===== config.mk =====
export PLATFORM = sky130hd
export DESIGN_NAME = dnn_mlp_engine_flat
export DESIGN_NICKNAME = d
export VERILOG_FILES = /design/src/rtl/dnn_mlp_engine_if.sv /design/src/rtl/dnn_mlp_engine.sv /design/src/flat_wrapper.sv
export SDC_FILE = /design/constraint.sdc
export NUM_CORES = 1
export LEC_CHECK = 0
export CORE_MARGIN = 2
export CORE_UTILIZATION = 55
export DETAILED_ROUTE_END_ITERATION = 12
export GPL_TIMING_DRIVEN = 1
export PLACE_DENSITY = 0.73
export SLEW_MARGIN = 30
export SYNTH_ARGS = -nofsm -noshare
export SYNTH_HDL_FRONTEND = slang
export SYNTH_SLANG_ARGS = --single-unit

===== constraint.sdc =====
create_clock -name clk -period 11.9 [get_ports clk]
set_clock_uncertainty 0.2 [all_clocks]
set_input_delay 1.19 -clock clk [delete_from_list [all_inputs] [get_ports clk]]
set_output_delay 1.19 -clock clk [all_outputs]
set_load 0.005 [all_outputs]

===== src/rtl/dnn_mlp_engine_if.sv =====
// Host control, status, result and shared-memory read port of the MLP engine.
// master = engine side, slave = host/memory side.
interface dnn_mlp_engine_if #(
  parameter int ADDR_WIDTH = 16,
  parameter int N_OUT      = 10,
  parameter int CLS_W      = $clog2(N_OUT)
);
  logic                   start;
  logic                   reset;
  logic                   busy;
  logic                   done;
  logic [ADDR_WIDTH-1:0]  mem_addr;
  logic signed [7:0]      mem_data;
  logic [N_OUT-1:0][7:0]  out;
  logic [CLS_W-1:0]       class_idx;
  logic                   class_valid;

  modport master (
    input  start, reset, mem_data,
    output busy, done, mem_addr, out, class_idx, class_valid
  );

  modport slave (
    output start, reset, mem_data,
    input  busy, done, mem_addr, out, class_idx, class_valid
  );
endinterface


===== src/rtl/dnn_mlp_engine.sv =====
// Two-layer MLP over one 1-cycle sync read port; done at start+1+N_HID*(2*N_IN+4)+N_OUT*(N_HID+4) (+N_OUT with DNN_MLP_ARGMAX_EN).
// No backpressure: memory answers every read next cycle; start is ignored while busy.
module dnn_mlp_engine #(
  parameter int                    ADDR_WIDTH       = 16,
  parameter int                    ACC_WIDTH        = 24,
  parameter int                    N_IN             = 400,
  parameter int                    N_HID            = 25,
  parameter int                    N_OUT            = 10,
  parameter logic [ADDR_WIDTH-1:0] ADDR_BASE_A      = 16'h0000,
  parameter logic [ADDR_WIDTH-1:0] ADDR_BASE_W      = 16'h0191,
  parameter logic [ADDR_WIDTH-1:0] ADDR_BASE_LUT_L1 = 16'h29be,
  parameter logic [ADDR_WIDTH-1:0] ADDR_BASE_LUT_L2 = 16'h2abe,
  parameter logic signed [7:0]     BIAS_ONE         = 8'sd1,
  parameter int                    LUT_SHIFT        = 0
) (
  input logic              clk,
  input logic              rst,
  dnn_mlp_engine_if.master mlp
);
  localparam int CLS_W  = $clog2(N_OUT);
  localparam int CNT_W  = $clog2(2 * N_IN + N_HID + N_OUT + 8);
  localparam int NIDX_W = $clog2(N_HID + N_OUT + 1);
  localparam int HID_W  = (N_HID > 1) ? $clog2(N_HID) : 1;

  localparam logic [CNT_W-1:0]  L1_LAST  = CNT_W'(2 * N_IN + 1);
  localparam logic [CNT_W-1:0]  L2_LAST  = CNT_W'(N_HID + 1);
  localparam logic [NIDX_W-1:0] HID_LAST = NIDX_W'(N_HID - 1);
  localparam logic [NIDX_W-1:0] OUT_LAST = NIDX_W'(N_OUT - 1);
  localparam logic signed [ACC_WIDTH-1:0] SAT_HI = ACC_WIDTH'(127);
  localparam logic signed [ACC_WIDTH-1:0] SAT_LO = -ACC_WIDTH'(128);

  typedef enum logic [2:0] {
    S_IDLE, S_L1_MAC, S_L1_LUT, S_L2_MAC, S_L2_LUT,
`ifdef DNN_MLP_ARGMAX_EN
    S_ARGMAX,
`endif
    S_DONE
  } state_t;

  state_t                       state_q;
  logic [CNT_W-1:0]             cnt_q;
  logic [NIDX_W-1:0]            nidx_q;
  logic signed [ACC_WIDTH-1:0]  acc_q, acc_d, acc_sh;
  logic signed [7:0]            a_q;
  logic signed [7:0]            hid_q [N_HID];
  logic [N_OUT-1:0][7:0]        out_q;
  logic signed [7:0]            mul_a, mul_b;
  logic signed [15:0]           prod;
  logic                         acc_en, acc_first;
  logic [HID_W-1:0]             h_idx;
  logic [7:0]                   lut_idx;
  logic [ADDR_WIDTH-1:0]        base_l1, base_l2, addr;

  // cnt 1 carries the bias word; later cycles carry MAC operands issued one cycle earlier
  always_comb begin
    h_idx     = HID_W'(cnt_q - CNT_W'(2));
    acc_first = (cnt_q == CNT_W'(1));
    acc_en    = ((state_q == S_L1_MAC) && cnt_q[0]) ||
                ((state_q == S_L2_MAC) && (cnt_q != '0));
    if (acc_first) begin
      mul_a = mlp.mem_data;
      mul_b = BIAS_ONE;
    end else begin
      mul_a = (state_q == S_L1_MAC) ? a_q : hid_q[h_idx];
      mul_b = mlp.mem_data;
    end
    prod  = mul_a * mul_b;
    acc_d = acc_first ? ACC_WIDTH'(prod) : acc_q + ACC_WIDTH'(prod);
  end

  always_comb begin
    acc_sh = acc_q >>> LUT_SHIFT;
    if (acc_sh > SAT_HI)      lut_idx = 8'hff;
    else if (acc_sh < SAT_LO) lut_idx = 8'h00;
    else                      lut_idx = acc_sh[7:0] ^ 8'h80;
  end

  always_comb begin
    base_l1 = ADDR_BASE_W + ADDR_WIDTH'(nidx_q) * ADDR_WIDTH'(N_IN + 1);
    base_l2 = ADDR_BASE_W + ADDR_WIDTH'(N_HID * (N_IN + 1))
            + ADDR_WIDTH'(nidx_q) * ADDR_WIDTH'(N_HID + 1);
    addr    = '0;
    case (state_q)
      // even cnt: bias/weight word, odd cnt: input activation
      S_L1_MAC: if (cnt_q != L1_LAST)
                  addr = cnt_q[0] ? ADDR_BASE_A + ADDR_WIDTH'(cnt_q >> 1)
                                  : base_l1 + ADDR_WIDTH'(cnt_q >> 1);
      S_L1_LUT: if (cnt_q == '0) addr = ADDR_BASE_LUT_L1 + ADDR_WIDTH'(lut_idx);
      S_L2_MAC: if (cnt_q != L2_LAST) addr = base_l2 + ADDR_WIDTH'(cnt_q);
      S_L2_LUT: if (cnt_q == '0) addr = ADDR_BASE_LUT_L2 + ADDR_WIDTH'(lut_idx);
      default:  addr = '0;
    endcase
  end

`ifdef DNN_MLP_ARGMAX_EN
  logic [CLS_W-1:0]  class_idx_q, best_idx_q, arg_idx, cand_idx;
  logic signed [7:0] best_val_q, arg_val, cand_val;
  logic              class_valid_q;
  localparam logic [CNT_W-1:0] ARG_LAST = CNT_W'(N_OUT - 1);

  always_comb begin
    arg_idx  = CLS_W'(cnt_q);
    arg_val  = $signed(out_q[arg_idx]);
    cand_idx = best_idx_q;
    cand_val = best_val_q;
    if ((cnt_q == '0) || (arg_val > best_val_q)) begin
      cand_idx = arg_idx;
      cand_val = arg_val;
    end
  end

  assign mlp.class_idx   = class_idx_q;
  assign mlp.class_valid = class_valid_q;
`else
  assign mlp.class_idx   = '0;
  assign mlp.class_valid = 1'b0;
`endif

  always_ff @(posedge clk) begin
    if (rst || mlp.reset) begin
      state_q <= S_IDLE;
      cnt_q   <= '0;
      nidx_q  <= '0;
      acc_q   <= '0;
      a_q     <= '0;
      out_q   <= '0;
      for (int h = 0; h < N_HID; h++) hid_q[h] <= '0;
`ifdef DNN_MLP_ARGMAX_EN
      class_idx_q   <= '0;
      class_valid_q <= 1'b0;
      best_idx_q    <= '0;
      best_val_q    <= '0;
`endif
    end else begin
      if (acc_en) acc_q <= acc_d;
      case (state_q)
        S_IDLE: if (mlp.start) begin
          state_q <= S_L1_MAC;
          cnt_q   <= '0;
          nidx_q  <= '0;
          out_q   <= '0;
`ifdef DNN_MLP_ARGMAX_EN
          class_idx_q   <= '0;
          class_valid_q <= 1'b0;
`endif
        end
        S_L1_MAC: begin
          if (!cnt_q[0] && (cnt_q != '0)) a_q <= mlp.mem_data;
          if (cnt_q == L1_LAST) begin
            state_q <= S_L1_LUT;
            cnt_q   <= '0;
          end else begin
            cnt_q <= cnt_q + CNT_W'(1);
          end
        end
        S_L1_LUT: begin
          if (cnt_q == '0) begin
            cnt_q <= CNT_W'(1);
          end else begin
            hid_q[HID_W'(nidx_q)] <= mlp.mem_data;
            cnt_q <= '0;
            if (nidx_q == HID_LAST) begin
              state_q <= S_L2_MAC;
              nidx_q  <= '0;
            end else begin
              state_q <= S_L1_MAC;
              nidx_q  <= nidx_q + NIDX_W'(1);
            end
          end
        end
        S_L2_MAC: begin
          if (cnt_q == L2_LAST) begin
            state_q <= S_L2_LUT;
            cnt_q   <= '0;
          end else begin
            cnt_q <= cnt_q + CNT_W'(1);
          end
        end
        S_L2_LUT: begin
          if (cnt_q == '0) begin
            cnt_q <= CNT_W'(1);
          end else begin
            out_q[CLS_W'(nidx_q)] <= mlp.mem_data;
            cnt_q <= '0;
            if (nidx_q == OUT_LAST) begin
              nidx_q <= '0;
`ifdef DNN_MLP_ARGMAX_EN
              state_q <= S_ARGMAX;
`else
              state_q <= S_DONE;
`endif
            end else begin
              state_q <= S_L2_MAC;
              nidx_q  <= nidx_q + NIDX_W'(1);
            end
          end
        end
`ifdef DNN_MLP_ARGMAX_EN
        S_ARGMAX: begin
          best_idx_q <= cand_idx;
          best_val_q <= cand_val;
          if (cnt_q == ARG_LAST) begin
            class_idx_q   <= cand_idx;
            class_valid_q <= 1'b1;
            cnt_q         <= '0;
            state_q       <= S_DONE;
          end else begin
            cnt_q <= cnt_q + CNT_W'(1);
          end
        end
`endif
        S_DONE:  state_q <= S_IDLE;
        default: state_q <= S_IDLE;
      endcase
    end
  end

  assign mlp.mem_addr = addr;
  assign mlp.busy     = (state_q != S_IDLE);
  assign mlp.done     = (state_q == S_DONE);
  assign mlp.out      = out_q;
endmodule


===== src/flat_wrapper.sv =====
// flat-port wrapper written by rule: the top's interface ports become plain ports
module dnn_mlp_engine_flat 
#(
  parameter int                    ADDR_WIDTH       = 16,
  parameter int                    ACC_WIDTH        = 24,
  parameter int                    N_IN             = 400,
  parameter int                    N_HID            = 25,
  parameter int                    N_OUT            = 10,
  parameter logic [ADDR_WIDTH-1:0] ADDR_BASE_A      = 16'h0000,
  parameter logic [ADDR_WIDTH-1:0] ADDR_BASE_W      = 16'h0191,
  parameter logic [ADDR_WIDTH-1:0] ADDR_BASE_LUT_L1 = 16'h29be,
  parameter logic [ADDR_WIDTH-1:0] ADDR_BASE_LUT_L2 = 16'h2abe,
  parameter logic signed [7:0]     BIAS_ONE         = 8'sd1,
  parameter int                    LUT_SHIFT        = 0
)
  (clk, rst, mlp_start, mlp_reset, mlp_mem_data, mlp_busy, mlp_done, mlp_mem_addr, mlp_out, mlp_class_idx, mlp_class_valid);
  dnn_mlp_engine_if #(.ADDR_WIDTH(ADDR_WIDTH), .N_OUT(N_OUT)) mlp_i ();
  input logic clk;
  input logic rst;
  input wire logic [$bits(mlp_i.start)-1:0] mlp_start;
  input wire logic [$bits(mlp_i.reset)-1:0] mlp_reset;
  input wire logic [$bits(mlp_i.mem_data)-1:0] mlp_mem_data;
  output wire logic [$bits(mlp_i.busy)-1:0] mlp_busy;
  output wire logic [$bits(mlp_i.done)-1:0] mlp_done;
  output wire logic [$bits(mlp_i.mem_addr)-1:0] mlp_mem_addr;
  output wire logic [$bits(mlp_i.out)-1:0] mlp_out;
  output wire logic [$bits(mlp_i.class_idx)-1:0] mlp_class_idx;
  output wire logic [$bits(mlp_i.class_valid)-1:0] mlp_class_valid;
  assign mlp_i.start = mlp_start;
  assign mlp_i.reset = mlp_reset;
  assign mlp_i.mem_data = mlp_mem_data;
  assign mlp_busy = mlp_i.busy;
  assign mlp_done = mlp_i.done;
  assign mlp_mem_addr = mlp_i.mem_addr;
  assign mlp_out = mlp_i.out;
  assign mlp_class_idx = mlp_i.class_idx;
  assign mlp_class_valid = mlp_i.class_valid;
  dnn_mlp_engine #(.ADDR_WIDTH(ADDR_WIDTH), .ACC_WIDTH(ACC_WIDTH), .N_IN(N_IN), .N_HID(N_HID), .N_OUT(N_OUT), .ADDR_BASE_A(ADDR_BASE_A), .ADDR_BASE_W(ADDR_BASE_W), .ADDR_BASE_LUT_L1(ADDR_BASE_LUT_L1), .ADDR_BASE_LUT_L2(ADDR_BASE_LUT_L2), .BIAS_ONE(BIAS_ONE), .LUT_SHIFT(LUT_SHIFT)) u_core (.clk(clk), .rst(rst), .mlp(mlp_i));
endmodule

# Word level (Yosys, flattened, before mapping)
# Memory sizes are Yosys's and may differ from the RTL's.
# Cells that the tools add are included.
# op_classes
add_sub_neg	10
n_reduce_logical	21
mux	46
order_cmp	4
n_bitwise	1
eq_ne	17
n_mul	3
# op_table
operator	count
80-bit two-way mux	2
80-bit one-hot mux with 2 select lines	1
80-bit bitwise mux	1
16-bit two-way mux	5
16-bit one-hot mux with 4 select lines	1
8-bit two-way mux	7
10-bit one-hot mux with 4 select lines	1
8-bit demux with 4-bit select	1
14-bit by 8-bit adder with 15-bit output, first input constant	2
10-bit two-way mux	3
6-bit two-way mux	5
24-bit by 16-bit adder with 24-bit output	1
24-bit by 8-bit greater-than comparator with 1-bit output, second input constant	1
24-bit by 8-bit less-than comparator with 1-bit output, second input constant	1
24-bit two-way mux	1
3-bit two-way mux	6
6-bit one-hot mux with 3 select lines	1
15-bit by 10-bit adder with 16-bit output	1
16-bit by 9-bit adder with 16-bit output	1
9-bit by 15-bit adder with 16-bit output, first input constant	1
8-bit by 8-bit multiplier with 16-bit output	1
14-bit by 11-bit adder with 15-bit output, first input constant	1
6-bit by 9-bit multiplier with 15-bit output, second input constant	1
3-bit one-hot mux with 5 select lines	1
other kinds (36)	55
# totals
elab_cells	118
reg_bits	131
mem_bits_rw	200
inputBits	12
mem_count	1
# memory_table
memory	words	width	read_ports	rd_ports_with_merged_regs	write_ports	line_no	source
u_core.hid_q	25	8	1	0	25	dnn_mlp_engine.sv:45	logic signed [7:0] hid_q [N_HID];

# Longest topological paths before layout
# Gate-level depths: netlist of the first run.
# logic_depth
depth_word	7
ltp_mapped	37
ltp_nobuf	34

# Least setup slack after synthesis of the first run
# Ideal clock, no wire load.
# synth_path
path_kind	reg2reg
startpoint	register u_core.cnt_q[1]
endpoint	register u_core.acc_q[23]
stages_incl_launch_ff	38
arrival_time_ps	9201
required_ps	11625
synth_period_minus_slack_ps	9475
slack_ps	2425
n_path_buf	3
cell_sequence	dfxtp_1 buf_1 clkbuf_1 inv_1 ha_1 xor2_1 buf_4 mux4_2 mux2i_1 nor2_1 a21oi_2 nor2_1 fa_1 inv_1 fa_1 inv_1 fa_1 inv_1 (+2 left out) ha_1 o21ai_0 o21a_1 nor4_1 o31ai_1 nand2b_1 xor2_1 inv_1 ha_1 and4_1 nand4_1 a2111o_1 and4_4 nor3_2 a2111oi_2 or3_1 a211o_1 a31oi_1
# synth_between
elab_chain_cells	7
elab_cells_between_ends	12
# synth_rtl
element	line_no	source
start, declared	dnn_mlp_engine.sv:41	logic [CNT_W-1:0] cnt_q;
start signal, assigned	dnn_mlp_engine.sv:153	cnt_q <= cnt_q + CNT_W'(1);
start signal, assigned	dnn_mlp_engine.sv:176	cnt_q <= cnt_q + CNT_W'(1);
5-bit by 2-bit subtractor with 5-bit output	dnn_mlp_engine.sv:56	h_idx = HID_W'(cnt_q - CNT_W'(2));
memory read 25 x 8 bit	-	
8-bit two-way mux	dnn_mlp_engine.sv:64	mul_a = (state_q == S_L1_MAC) ? a_q : hid_q[h_idx];
8-bit two-way mux	dnn_mlp_engine.sv:60	if (acc_first) begin
8-bit by 8-bit multiplier with 16-bit output	dnn_mlp_engine.sv:67	prod = mul_a * mul_b;
24-bit by 16-bit adder with 24-bit output	dnn_mlp_engine.sv:68	acc_d = acc_first ? ACC_WIDTH'(prod) : acc_q + ACC_WIDTH'(prod);
24-bit two-way mux	dnn_mlp_engine.sv:68	
end signal, assigned	dnn_mlp_engine.sv:124	acc_q <= '0;
end signal, assigned	dnn_mlp_engine.sv:135	if (acc_en) acc_q <= acc_d;
end, declared	dnn_mlp_engine.sv:43	logic signed [ACC_WIDTH-1:0] acc_q, acc_d, acc_sh;
# Several ways; a longest one is shown, not always the timed one.
# A chain may end at the register's enable or synchronous reset.

# Worst setup path after layout of the first run
# layout_path
startpoint	register u_core.cnt_q[2]
endpoint	register u_core.acc_q[23]
# The elaborated chain is that of the path after synthesis.

==> key figures, run 1 <==
Place
  – DP HPWL: roughly 39000 um
  – DP Worst Slack: 1.57 ns
  – Placed Area: 0.0244 mm^2
  – IO buf count: ~110
  – Placer Congestion: slightly below 0.9

Synthesis
  – Post-Syn Instances: between 2000 and 2500
  – Area contributors post-synth: edfxtp_1, dfxtp_1, mux4_2, ha_1, fa_1
  – #FFs+latches synth: 387
  – Post-synth top flop: edfxtp_1
  – Distinct cells, synth: between 70 and 80
  – Syn. warnings: 0
  – Mapped Avg Cell Area: ~11 um^2
  – Number of synthesized flops with an enable pin: 256
  – Area share of the largest cell type after synthesis: 33.7%
  – Syn Std Cell Area: 0.0228 mm^2
  – Asr flop ratio synth: 0%
  – Sequential area share after synthesis: a little under half
  – Post-synth top area cell: edfxtp_1

Power and ir drop
  – Pwr dens: between 150 and 200 mW/mm^2
  – Clock power frac: between 30% and 40%
  – Combinational cell fraction of total power: 34.6%
  – Sequential share of power: around a third
  – Int Power: 0.00287 W
  – Sw power: about 0.0015 W
  – Maximum vdd ir drop: approximately 0.25 mV
  – Switching part of the total: roughly 34%
  – Pleak: around 10 nW

Cells and area
  – Area growth, synth to finish: 13.4%
  – Post-Layout Inst Area: around 0.026 mm^2
  – Post-layout util: around 63%
  – Final net count: 2354
  – Layout cell share with drive strength beyond 1: 10.0%
  – Most common cell after layout, fill and taps aside: edfxtp_1
  – Most frequent cells in the layout: edfxtp_1, nor2_1, and2_1, inv_1, ha_1

STA
  – Slew HR: 34.1%
  – Setup WS post-layout: between 1.5 and 2 ns
  – Slew @ Worst Pin: between 0.9 and 1 ns
  – Final Critical Period: 10.31 ns
  – Hold WS: 0.295 ns
  – RSZ-0062 raised after global routing: false
  – Final Cycle Share: 86.6%
  – TNS Setup: 0 ns
  – Achievable frequency: approximately 97 MHz
  – Final setup viols: 0
  – Final Max Slew Viols: 0
  – Final hold vios: 0

CTS
  – Clock buffer count from CTS: 42
  – Clock buffer depth: 3
  – H-tree depth: 2
  – Hold Buf Count CTS: 0
  – Clk_lat worst skew: about 0.57 ns
  – Clk root buf: clkbuf_16
  – TritonCTS clock tree: done
  – Clock slew at reported path FFs: 0.06 ns
  – # Post-CTS Setup Buffers: 0
  – Clock sink total: around 390
  – Resized cells post-CTS: 0

Worst setup path
  – Bufs and invs on worst path: 6
  – Startpoint Class: flip-flop
  – Worst path max stage delay: ~0.66 ns
  – Crit path max-delay cell type: xor2_2
  – CP Data Arrival Time: between 10 and 15 ns
  – Top delay family on crit path: adder cells
  – CP Capture Type: flip-flop
  – Crit Path Class: flip-flop to flip-flop
  – Most used cell along the critical path: inv_1
  – Crit path required time: approximately 12 ns
  – Critical Path Fanout Max: 13
  – Flop2flop setup slack: ~1.6 ns

Floorplanning
  – Die Area: between 0.04 and 0.05 mm^2
  – Chip width: around 210 um
  – Initial Utilization: 55.8%
  – Rows: between 70 and 80
  – Num ports: approximately 120
  – Core Box Area: slightly above 0.04 mm^2
  – Die Y: 208 um

Global route
  – First-pass GRT wire length: approximately 90000 um
  – Gr usage total: between 20% and 30%
  – Vias in the first global route: about 16000
  – Largest net degree at the start of global routing: 89
  – Initial antenna violation count: 2
  – Total grt overflow: 0

Drt
  – Drt first pass iters: 6
  – Routed WL per cell: 21.2 um
  – Final antenna-violating net count: 0
  – Drt drc: 0
  – Vias: approximately 16000
  – 1st-iter DRT viols: 1532
  – Vias/cell: between 5 and 6
  – Final WL: ~57000 um

Outcome
  – Status: finished clean

Worst hold path
  – Worst Hold Class: flip-flop to flip-flop

Job
  – Max-Cap Viols: 0
==> synth_stat cells (all sizes together), types with 12 or more instances <==
| cell | n |
|---|---|
| a21o | 18 |
| a21oi | 75 |
| a22oi | 81 |
| and2 | 221 |
| buf | 34 |
| clkbuf | 75 |
| dfxtp | 131 |
| edfxtp | 256 |
| fa | 71 |
| ha | 137 |
| inv | 163 |
| mux2i | 21 |
| mux4 | 80 |
| nand2 | 82 |
| nand3 | 25 |
| nor2 | 235 |
| nor2b | 15 |
| nor3 | 22 |
| nor4 | 12 |
| o21ai | 87 |
| or2 | 12 |
| xnor2 | 52 |
| xor2 | 20 |
==> layout make-up <==
type / count / area, um^2
Fill cell: 3144 / 15000
Multi-Input combinational cell: 1393 / 11400
Sequential cell: 387 / 10300
Timing Repair Buffer: 147 / 1410
Clock buffer: 54 / 1150
Tap cell: 532 / 666
Inverter: 163 / 612
Clock inverter: 23 / 298
Antenna cell: 1 / 2.50
==> sequential cells by signal (all words and copies together) (netlist names) <==
signal	cells
u_core.nidx_q	6
u_core.hid_q	256
u_core.a_q	8
u_core.acc_q	24
u_core.cnt_q	10
u_core.mlp.out	80
u_core.state_q	3
==> worst paths after layout <==
| kind | start | endpoint | cells after the start |
|---|---|---|---|
| worst min-delay path | u_core.a_q[6] | u_core.a_q[6] | 2 |
| worst min register to register | u_core.a_q[6] | u_core.a_q[6] | 2 |
| worst max register to register | u_core.cnt_q[2] | u_core.acc_q[23] | 34 |
| worst max-delay path | u_core.cnt_q[2] | u_core.acc_q[23] | 34 |
==> power groups by stage <==
stage                     Clock, W  Sequential [W]  Combinational, W
final                      0.00136         0.00147           0.00150
after global routing       0.00142         0.00147           0.00169
after CTS                  0.00137         0.00147           0.00149
after detailed placement         0         0.00150           0.00147
after global placement           0         0.00150           0.00143
after floorplan                  0         0.00149           0.00117
==> worst register-to-register path, delay by kind of cell, from the launching register on <==
kind / cells / cell delay (ns)
fa+ha+maj: 7 / 3.23
xor+xnor: 2 / 1.03
compound gates: 8 / 1.76
simple gates: 9 / 1.77
flops: 1 / 0.45
mux: 2 / 0.77
buf+inv: 6 / 0.99
==> kinds of logic (layout without fill, tap and decap cells) <==
kind of cell | count (synthesis) | count (layout) | share of synthesized area (%)
muxes | 102 | 102 | 8.91
and+or+nand+nor | 665 | 665 | 14.7
AOI/OAI and AO/OA | 341 | 341 | 9.82
DFF | 387 | 387 | 45.2
xor gates and xnor gates | 72 | 72 | 2.76
other | 1 | 6 | 0.0164
buffers and inverters | 273 | 387 | 4.90
adders and majority gates | 208 | 208 | 13.7
==> per-stage QoR <==
step,total power [W],cells
floorplan,0.00267,2053
global placement,0.00293,2621
detailed placement,0.00297,2621
CTS,0.00433,2698
global route,0.00458,2699
finish,0.00432,2700
==> routing by layer <==
metal / GRT usage, % / wire [um] / vias up / part of all wire (%)
met1: 35.7 / 23900 / 7906 / 42
met2: 44.3 / 28000 / 575 / 49
li1: - / - / 7410 / -
met4: 7.19 / 1390 / 4 / 2.4
met5: 0 / 16 / - / 0.028
met3: 4.49 / 3970 / 95 / 6.9
(Power assumes the default switching activity.)
==> run 2, diff against run 1 <==
--- a/config.mk
+++ b/config.mk
@@ -5,12 +5,14 @@
 export SDC_FILE = /design/constraint.sdc
 export NUM_CORES = 1
 export LEC_CHECK = 0
+export CAP_MARGIN = 20
 export CORE_MARGIN = 2
 export CORE_UTILIZATION = 55
+export CTS_BUF_LIST = sky130_fd_sc_hd__clkbuf_16
 export DETAILED_ROUTE_END_ITERATION = 12
 export GPL_TIMING_DRIVEN = 1
 export PLACE_DENSITY = 0.73
-export SLEW_MARGIN = 30
+export SLEW_MARGIN = 20
 export SYNTH_ARGS = -nofsm -noshare
 export SYNTH_HDL_FRONTEND = slang
 export SYNTH_SLANG_ARGS = --single-unit
==> run 2 against run 1 <==
Hold slack hardly changed. First-iteration DRC count is 2.9% higher. Global-route usage hardly changed. Cell area is 0.32% lower. Setup slack worse by 0.10 ns.
==> key figures, run 2 (synthesis results as in run 1) <==
Outcome
  – Status: finished clean

Worst setup path
  – Crit path max-delay cell type: dfxtp_4
  – Startpoint Class: flip-flop
  – Top delay family on crit path: adder cells
  – Worst path max stage delay: just over 1 ns
  – Flop2flop setup slack: between 1 and 1.5 ns
  – Bufs and invs on worst path: 5
  – Cells on worst reg2reg path: 32
  – R2R Path Start: u_core.cnt_q[0]
  – Crit Path Class: flip-flop to flip-flop
  – Critical Path Fanout Max: 59
  – CP Capture Type: flip-flop
  – CP Data Arrival Time: 10.67 ns
  – FF-to-FF End: u_core.acc_q[23]
  – Crit path required time: roughly 12 ns

Power and ir drop
  – Combinational cell fraction of total power: 34.9%
  – Clock power frac: 30.6%
  – Pwr dens: 166 mW/mm^2
  – Pleak: 10.2 nW
  – Switching part of the total: roughly a third
  – Sw power: 0.00145 W
  – Sequential share of power: between 30% and 40%
  – Int Power: ~0.0028 W
  – Maximum vdd ir drop: between 0.2 and 0.3 mV

Place
  – Inst Count DP: roughly 2600
  – IO buf count: between 100 and 150
  – DP HPWL: a little under 40000 um
  – Placer Congestion: 0.878

Drt
  – Drt first pass iters: 6
  – 1st-iter DRT viols: 1576
  – WL met3: between 3000 and 4000 um
  – Routed WL per cell: roughly 21 um
  – Vias/cell: between 5 and 6
  – Drt drc: 0
  – Final WL: around 57000 um
  – Vias: 16013
  – Met1 wire length: approximately 24000 um
  – Final antenna-violating net count: 0
  – Highest metal used: met5
  – Met2 routed WL: about 28000 um

Cells and area
  – Final Non-Filler Cells: about 2700
  – Ant. Diodes: 0
  – Max reg flops: ~260
  – Layout cell share with drive strength beyond 1: 9.74%
  – Final net count: between 2000 and 2500
  – Most common cell after layout, fill and taps aside: edfxtp_1
  – Most flops, register: u_core.hid_q
  – Most frequent cells in the layout: edfxtp_1, nor2_1, and2_1, inv_1, ha_1
  – Area growth, synth to finish: 13.1%
  – Filler instances: between 3000 and 4000

Worst hold path
  – Hold path startpoint: u_core.a_q[6]
  – WHS Endpoint: u_core.a_q[6]
  – Hold Crit Depth: 2
  – Worst Hold Class: flip-flop to flip-flop

STA
  – Final hold vios: 0
  – Final Critical Period: around 10 ns
  – Slew HR: 32.1%
  – Final Cycle Share: slightly below 90%
  – Slew @ Worst Pin: between 1 and 1.5 ns
  – Final Max Slew Viols: 0
  – Achievable frequency: just under 100 MHz
  – RSZ-0062 raised after global routing: false
  – Final setup viols: 0
  – TNS Setup: 0 ns

CTS
  – Clock buffer count from CTS: 42
  – Resized cells post-CTS: 0
  – Clk root buf: clkbuf_16
  – Clock slew at reported path FFs: roughly 0.060 ns
  – Clk_lat worst skew: between 0.5 and 0.6 ns
  – H-tree depth: 2
  – TritonCTS clock tree: done
  – Clock buffer depth: 3
  – # Post-CTS Setup Buffers: 0
  – Clock sink total: about 390
  – Hold Buf Count CTS: 0

Floorplanning
  – Initial Utilization: 55.8%
  – Core Box Area: 0.0409 mm^2
  – Num ports: 115
  – Chip width: about 210 um
  – Die Area: about 0.043 mm^2
  – Die Y: roughly 210 um
  – Rows: between 70 and 80

Job
  – Max-Cap Viols: 0

Global route
  – Vias in the first global route: ~16000
  – Initial antenna violation count: 3
  – Largest net degree at the start of global routing: 89
  – First-pass GRT wire length: around 90000 um
  – Gr usage total: a little over a quarter
  – Total grt overflow: 0
-- run 2: final cells by class --
cell class	instances	area (um^2)	area share (%)
clock inverters	35	343	1.33
multi-input cells	1393	11400	44.3
repair buffers	146	1380	5.35
clock buffers	42	1050	4.07
flip-flops and latches	387	10300	40.0
inverters	163	612	2.37
well taps	532	666	2.58
-- run 2: power groups by stage --
| stage | combinational, W | clock (W) | sequential [W] |
|---|---|---|---|
| 6_report | 0.00149 | 0.00131 | 0.00147 |
| 5_1_grt | 0.00169 | 0.00138 | 0.00148 |
| 4_1_cts | 0.00149 | 0.00133 | 0.00147 |
| 3_5_place_dp | 0.00147 | 0 | 0.00150 |
| 3_3_place_gp | 0.00143 | 0 | 0.00150 |
| 2_1_floorplan | 0.00117 | 0 | 0.00149 |
-- run 2: worst max-delay path by stage --
stage / start / to / slack [ns] / cells past startpoint
after floorplan: u_core.cnt_q[1] / u_core.acc_q[23] / 2.42 / 37
after detailed placement: u_core.cnt_q[0] / u_core.acc_q[23] / 1.57 / 32
final: u_core.cnt_q[0] / u_core.acc_q[23] / 1.49 / 32
after CTS: u_core.cnt_q[0] / u_core.acc_q[23] / 1.53 / 32
after global placement: u_core.cnt_q[0] / u_core.acc_q[23] / 1.85 / 33
after global routing: u_core.cnt_q[0] / u_core.acc_q[23] / 0.78 / 32
-- run 2: worst reg2reg max path, delay by kind of cell (launching register included) --
kind	cells	cell delay, ns
adder cells (fa/ha/maj)	6	3.00
multiplexers	3	1.29
flip-flops	1	1.02
AND/OR/NAND/NOR	9	1.77
AO/OA/AOI/OAI	8	1.75
buffers and inverters	5	0.88
XOR/XNOR	1	0.38
-- run 2: stage by stage --
stage | hold slack, ns | total power (W) | instance area [um^2] | util (%) | setup WS (ns)
floorplan | 0.261 | 0.00267 | 22800 | - | 2.42
global placement | 0.280 | 0.00293 | 24400 | 59.6 | 1.85
detailed placement | 0.285 | 0.00297 | 24400 | 59.6 | 1.57
CTS | 0.302 | 0.00429 | 25800 | 63.1 | 1.53
global route | 0.327 | 0.00454 | 25800 | 63.1 | 0.782
finish | 0.295 | 0.00428 | 25800 | 63.1 | 1.49
-- run 2: routing by layer --
layer	vias up	GRT usage, %
li1	7402	-
met3	102	4.42
met4	6	7.56
met1	7931	36.0
met2	572	43.8
met5	-	0
